[config.mk]
export PLATFORM = sky130hd
export DESIGN_NAME = uart_rx
export DESIGN_NICKNAME = d
export VERILOG_FILES = /design/src/rtl/uart_rx.sv
export SDC_FILE = /design/constraint.sdc
export NUM_CORES = 1
export LEC_CHECK = 0
export CAP_MARGIN = 0
export CORE_MARGIN = 2
export CORE_UTILIZATION = 25
export CTS_CLUSTER_SIZE = 40
export DETAILED_ROUTE_END_ITERATION = 12
export GPL_TIMING_DRIVEN = 0
export SETUP_SLACK_MARGIN = 0.05
export SLEW_MARGIN = 20
export SYNTH_ARGS = -nofsm -noshare
export SYNTH_HDL_FRONTEND = slang
export SYNTH_SLANG_ARGS = --single-unit
[constraint.sdc]
create_clock -name clk -period 5.5 [get_ports clk]
set_input_delay 0.55 -clock clk [delete_from_list [all_inputs] [get_ports clk]]
set_output_delay 0.55 -clock clk [all_outputs]
set_load 0.05 [all_outputs]
[src/rtl/uart_rx.sv]
// uart_rx: 16x-oversampling UART receiver, N data bits LSB-first, one stop bit.
// Define UART_RX_PARITY_EN to add an even-parity bit and the parity_err output.
module uart_rx #(
    parameter int N = 8
) (
    input  logic         clk,
    input  logic         arst,
    input  logic         rst,
    input  logic         rx_en,
    input  logic         Rx,
    input  logic [9:0]   Load_Value,
    output logic [N-1:0] data,
    output logic         done,
    output logic         busy,
`ifdef UART_RX_PARITY_EN
    output logic         parity_err,
`endif
    output logic         frame_err
);
    typedef enum logic [2:0] {
        S_IDLE,
        S_START,
        S_DATA,
`ifdef UART_RX_PARITY_EN
        S_PARITY,
`endif
        S_STOP
    } state_t;
`ifdef UART_RX_PARITY_EN
    localparam state_t S_AFTER_DATA = S_PARITY;
`else
    localparam state_t S_AFTER_DATA = S_STOP;
`endif
    state_t       r_state, w_next;
    logic         r_rx_meta, r_rx_s;
    logic [9:0]   r_pre;
    logic [3:0]   r_os;
    logic [2:0]   r_bit;
    logic [N-1:0] r_shift;
`ifdef UART_RX_PARITY_EN
    logic         r_par;
`endif
    logic         w_tick, w_mid, w_end, w_last_bit;

    assign w_tick     = r_pre == Load_Value;
    assign w_mid      = w_tick && r_os == 4'd7;
    assign w_end      = w_tick && r_os == 4'd15;
    assign w_last_bit = r_bit == 3'(N - 1);
    assign busy       = r_state != S_IDLE;

    always_ff @(posedge clk or posedge arst) begin
        if (arst)
            r_state <= S_IDLE;
        else if (rst)
            r_state <= S_IDLE;
        else
            r_state <= w_next;
    end

    always_comb begin
        w_next = r_state;
        case (r_state)
            S_IDLE:   w_next = (rx_en && !r_rx_s) ? S_START : S_IDLE;
            S_START:  w_next = w_mid ? (r_rx_s ? S_IDLE : S_DATA) : S_START;
            S_DATA:   w_next = (w_end && w_last_bit) ? S_AFTER_DATA : S_DATA;
`ifdef UART_RX_PARITY_EN
            S_PARITY: w_next = w_end ? S_STOP : S_PARITY;
`endif
            S_STOP:   w_next = w_end ? S_IDLE : S_STOP;
            default:  w_next = S_IDLE;
        endcase
    end

    always_ff @(posedge clk or posedge arst) begin
        if (arst) begin
            r_rx_meta <= 1'b1;
            r_rx_s    <= 1'b1;
            r_pre     <= '0;
            r_os      <= '0;
            r_bit     <= '0;
            r_shift   <= '0;
            data      <= '0;
            done      <= 1'b0;
            frame_err <= 1'b0;
`ifdef UART_RX_PARITY_EN
            r_par      <= 1'b0;
            parity_err <= 1'b0;
`endif
        end else if (rst) begin
            r_rx_meta <= 1'b1;
            r_rx_s    <= 1'b1;
            r_pre     <= '0;
            r_os      <= '0;
            r_bit     <= '0;
            r_shift   <= '0;
            data      <= '0;
            done      <= 1'b0;
            frame_err <= 1'b0;
`ifdef UART_RX_PARITY_EN
            r_par      <= 1'b0;
            parity_err <= 1'b0;
`endif
        end else begin
            r_rx_meta <= Rx;
            r_rx_s    <= r_rx_meta;
            done      <= 1'b0;
            if (r_state == S_IDLE) begin
                r_pre <= '0;
                r_os  <= '0;
                r_bit <= '0;
            end else begin
                r_pre <= w_tick ? 10'd0 : r_pre + 10'd1;
                // the start-bit check realigns the oversample phase to mid-bit
                if (w_tick)
                    r_os <= (r_state == S_START && r_os == 4'd7) ? 4'd0 : r_os + 4'd1;
                if (r_state == S_DATA && w_end) begin
                    r_shift <= {r_rx_s, r_shift[N-1:1]};
                    r_bit   <= r_bit + 3'd1;
                end
`ifdef UART_RX_PARITY_EN
                if (r_state == S_PARITY && w_end)
                    r_par <= r_rx_s;
`endif
                if (r_state == S_STOP && w_end) begin
                    data      <= r_shift;
                    frame_err <= ~r_rx_s;
                    done      <= 1'b1;
`ifdef UART_RX_PARITY_EN
                    parity_err <= ^{r_shift, r_par};
`endif
                end
            end
        end
    end
endmodule
-- Yosys cells after proc, flatten, opt, wreduce, memory -nomap -nowiden
Cells that the tools add are included.
- add/subtract/negate cells: 3
- muxes and demuxes: 31
- bitwise logic cells: 1
- reductions and logical operators: 16
- equality and inequality tests: 8
- operators with widths (cell ; count):
    2-to-1 mux 8 bit ; 6
    2-to-1 mux 10 bit ; 3
    2-to-1 mux 4 bit ; 4
    adder 10 x 1 -> 10 bit (second input constant) ; 1
    == test 10 bit ; 1
    2-to-1 mux 1 bit ; 10
    2-to-1 mux 3 bit ; 3
    nonzero test 3 bit ; 3
    2-to-1 mux 2 bit ; 4
    one-hot mux 2 bit (4 select lines) ; 1
    logical AND 1 bit ; 7
    == test 3 x 2 -> 1 bit (second input constant) ; 2
    adder 4 x 1 -> 4 bit (second input constant) ; 1
    == test 4 x 3 -> 1 bit (second input constant) ; 1
    == test 4 bit (second input constant) ; 1
    AND reduction 2 bit ; 2
    nonzero test 2 bit ; 2
    adder 3 x 1 -> 3 bit (second input constant) ; 1
    == test 3 x 1 -> 1 bit (second input constant) ; 1
    == test 3 bit (second input constant) ; 1
    logical NOT 3 bit ; 1
    != test 2 bit (second input constant) ; 1
    logical NOT 1 bit ; 1
    inverter 1 bit ; 1
- word-level logic and storage cells: 69
- bits in registers: 40
- output and inout bits: 11

-- Longest topological paths before layout
- depth in word-level cells: 6
- gate-level depth with buffers: 7
- mapped depth without buffers: 6

-- Least setup slack after synthesis
Ideal clock, no wire load.
- path kind: input to register
- start point: input Load_Value[0]
- end point: register r_bit[2]
- stages on the path: 6
- arrival: 1.689 ns
- path slack: 3.675 ns
- cells stage by stage: xnor2_1 -> nand4_1 -> or4b_1 -> buf_6 -> nand3_2 -> a21oi_1
- word-level cells in the longest chain between the ends: 4
- RTL lines (element ; RTL line ; text):
    start, declared ; 11 ; input logic [9:0] Load_Value,
    == test 10 bit ; 45 ; assign w_tick = r_pre == Load_Value;
    logical AND 1 bit ; 47 ; assign w_end = w_tick && r_os == 4'd15;
    logical AND 1 bit ; 116 ; if (r_state == S_DATA && w_end) begin
    nonzero test 3 bit (no source line) ; - ;
    end signal, assigned ; 118 ; r_bit <= r_bit + 3'd1;
    end, declared ; 38 ; logic [2:0] r_bit;
No other way between the ends.
A chain may end at the register's enable or synchronous reset.

-- Worst setup path in the final report
- start point: register r_state[1]
- end point: output busy
- word-level cells in the longest chain between the ends: 1
- RTL lines (element ; RTL line ; text):
    start, declared ; 34 ; state_t r_state, w_next;
    start signal, assigned ; 57 ; r_state <= w_next;
    nonzero test 3 bit ; 49 ; assign busy = r_state != S_IDLE;
    end, declared ; 14 ; output logic busy,
No other way between the ends.

==> impl_metrics.env <==
export IMPL_synthMuxAreaShare_pct=6.20
export IMPL_async_flop_share_pct=100
export IMPL_grt_max_degree=34
export IMPL_die_h_um=92.5
export IMPL_hold_viol=0
export IMPL_synth_largest_area_cell="dfrtp_1"
export IMPL_drive_above_1_share_pct=12.1
export IMPL_initial_core_util_pct=25.6
export IMPL_slew_viol_final=0
export IMPL_synth_avg_cell_area_um2=9.89
export IMPL_place_hpwl_um=2910
export IMPL_clkLatencyLatePin_ns=0.29
export IMPL_grt_pass1_wl_um=7020
export IMPL_status="completed"
export IMPL_critPathLaunchType="flop"
export IMPL_postCtsSetupBuffers=0
export IMPL_setup_ws_ns=3.10
export IMPL_synth_compound_area_share_pct=7.03
export IMPL_drc=0
export IMPL_clock_skew_final_ns=0.00735
export IMPL_synth_top_area_share_pct=47.3
export IMPL_cts_root_buf="clkbuf_8"
export IMPL_r2r_end="r_shift[0]"
export IMPL_vdd_drop_max_mv=0.0892
export IMPL_cp_data_arrival_time_ns=1.85
export IMPL_placed_area_mm2=0.00235
export IMPL_p_per_area_mw_per_mm2=229
export IMPL_syn_area_mm2=0.00196
export IMPL_ant_nets=0
export IMPL_yosysSeqAreaShare_pct=50.0
export IMPL_setup_violations=0
export IMPL_vias=1461
export IMPL_endpoint_kind="output pin"
export IMPL_routed_via_density=4.39
export IMPL_cts_tree="built"
export IMPL_ys_ff_latch=39
export IMPL_io_pins=26
export IMPL_drt_total_wl_um=4030
export IMPL_synth_xor_area_share_pct=8.82
export IMPL_core_area_mm2=0.00765
export IMPL_cts_buffer_depth=2
export IMPL_min_period_over_period_pct=43.6
export IMPL_min_path_type="primary input to async pin"
export IMPL_pre_cts_ws_ns=3.05
export IMPL_drt_iter0_markers=65
export IMPL_dieWidth_um=92.5
export IMPL_hold_buffers=0
export IMPL_syn_to_final_growth_pct=25.6
export IMPL_crit_path_cell_trace="buf_2 > nor2_1 > inv_2 > clkdlybuf4s50_1"
export IMPL_routabilityCongestion=0.791
export IMPL_fin_area_mm2=0.00246
export IMPL_worst_setup_path_type="flop to output pin"
export IMPL_overflow=0
export IMPL_final_util_pct=32.1
export IMPL_design_die_area_mm2=0.00856
export IMPL_cts_resized=0
export IMPL_grt_use_total_pct=10.3
export IMPL_yosys_most_used_dff="dfrtp_1"
export IMPL_port_buffers=24
export IMPL_reg2reg_from="r_os[0]"
export IMPL_synth_warning_count=0
export IMPL_rsz0062_at_grt="false"
export IMPL_nets=249
export IMPL_cp_max_fo=10
export IMPL_num_rows=32
export IMPL_antenna_found_initial=0
export IMPL_period_minus_slack_ns=2.40
export IMPL_synth_top_family_by_area="simple AND/OR/NAND/NOR gates"
export IMPL_tightest_slew_ns=0.511
export IMPL_synth_edff_count=0
export IMPL_critPathMaxStageDelay_ns=0.82
export IMPL_worstSetupStartpoint="r_state[1]"
export IMPL_synth_top_cells_by_area="dfrtp_1 (47%), xnor2_1 (5.8%), mux2i_1 (5.6%)"
export IMPL_grt_pass1_vias=1465
export IMPL_cts_inserted_buffers=5
export IMPL_ys_types=35
export IMPL_synthSimpleGateAreaFrac_pct=21.4
export IMPL_cts_sinks=39
export IMPL_relSlewSlack_pct=65.8
export IMPL_r2r_setup_slack_ns=3.41
export IMPL_crit_required_ns=4.95
export IMPL_drtPass1Iterations=4
export IMPL_final_common_cell="dfrtp_1"
export IMPL_slowest_stage="clkdlybuf4s50_1"
export IMPL_final_cell_mix="dfrtp_1 (37), nor2_1 (27), clkdlybuf4s50_1 (24), nand2_1 (18), a21oi_1 (15)"
export IMPL_synth_fa_ha_area_share_pct=2.56
export IMPL_max_cap_violations=0
export IMPL_fmax_mhz=417
export IMPL_wl_per_cell_um=12.1
export IMPL_setup_tns_ns=0
export IMPL_antennaDiodeCount=0
export IMPL_htree_num_levels=2
export IMPL_crit_end="busy"
export IMPL_clk_pin_slew_worst_paths_ns=0.08
export IMPL_synth_nets=217
export IMPL_ff2ff_path_depth=7
export IMPL_power_leakage_nw=1.00
export IMPL_syn_inst=198
worst min path at each step:
stage / start / endpoint / slack, ns / depth (start not counted)
after floorplan: r_pre[0] / r_pre[0] / 0.48 / 1
after CTS: arst / data[3] / 0.46 / 2
final: arst / data[6] / 0.46 / 2
after detailed placement: data[1] / data[1] / 0.51 / 2
after global routing: arst / data[6] / 0.49 / 2
after global placement: data[0] / data[0] / 0.50 / 2
layout make-up:
type,instances,area [um2]
Multi-Input combinational cell,142,901
Clock inverter,3,43.8
Timing Repair Buffer,25,260
Sequential cell,39,978
Fill cell,782,5190
Clock buffer,5,68.8
Tap cell,102,128
Buffer,11,56.3
Inverter,6,22.5
cells by family after synthesis:
family                     after synthesis
muxes                                   12
DFF                                     39
and+or+nand+nor                         85
adders and majority gates                4
buffers and inverters                   17
AOI/OAI and AO/OA                       23
xor gates and xnor gates                18
Yosys cell counts, types with 2 or more instances:
| cell type | n |
|---|---|
| a211oi_1 | 2 |
| a21oi_1 | 15 |
| a31o_1 | 2 |
| and3_1 | 4 |
| and4_1 | 2 |
| buf_2 | 6 |
| clkbuf_1 | 4 |
| dfrtp_1 | 37 |
| dfstp_2 | 2 |
| ha_1 | 4 |
| inv_1 | 5 |
| mux2i_1 | 11 |
| nand2_1 | 18 |
| nand3_1 | 14 |
| nand3_2 | 2 |
| nand4_1 | 4 |
| nor2_1 | 27 |
| nor3_1 | 3 |
| nor3b_1 | 2 |
| nor4_1 | 3 |
| or2_2 | 2 |
| xnor2_1 | 13 |
| xnor2_2 | 2 |
| xor2_1 | 3 |
registers in the layout, indices dropped and copies added, names as in the netlist:
| register | count |
|---|---|
| data | 8 |
| done | 1 |
| frame_err | 1 |
| r_bit | 3 |
| r_os | 4 |
| r_pre | 10 |
| r_rx_meta | 1 |
| r_rx_s | 1 |
| r_shift | 8 |
| r_state | 2 |
critical path: cells and delay by family (launching register included):
| family | cells | cell delay [ns] |
|---|---|---|
| buf+inv | 3 | 1.14 |
| flops | 1 | 0.32 |
| simple gates | 1 | 0.09 |
metrics by stage:
stage | std cells | hold WS, ns | total power [mW]
after floorplan | 198 | 0.484 | 0.312
after global placement | 324 | 0.499 | 0.328
after detailed placement | 325 | 0.511 | 0.330
after CTS | 333 | 0.464 | 0.572
after global routing | 333 | 0.487 | 0.590
final | 333 | 0.464 | 0.564
power breakdown:
group	total, mW	leakage, nW	switching (mW)	internal [mW]
Combinational	0.0345	0.406	0.0188	0.0157
Sequential	0.289	0.538	0.000699	0.288
Clock	0.241	0.0581	0.106	0.135
Total	0.564	1.00	0.125	0.439
routing by layer:
layer	wire [um]	vias to the layer above	track usage [%]	share of wire (%)
met5	0	-	0	0
met4	34	0	2.99	0.84
met3	148	5	2.85	3.7
met2	1800	23	16.8	45
met1	2050	692	13.3	51
li1	-	741	-	-
No activity file was read; power rests on OpenSTA's default activity.
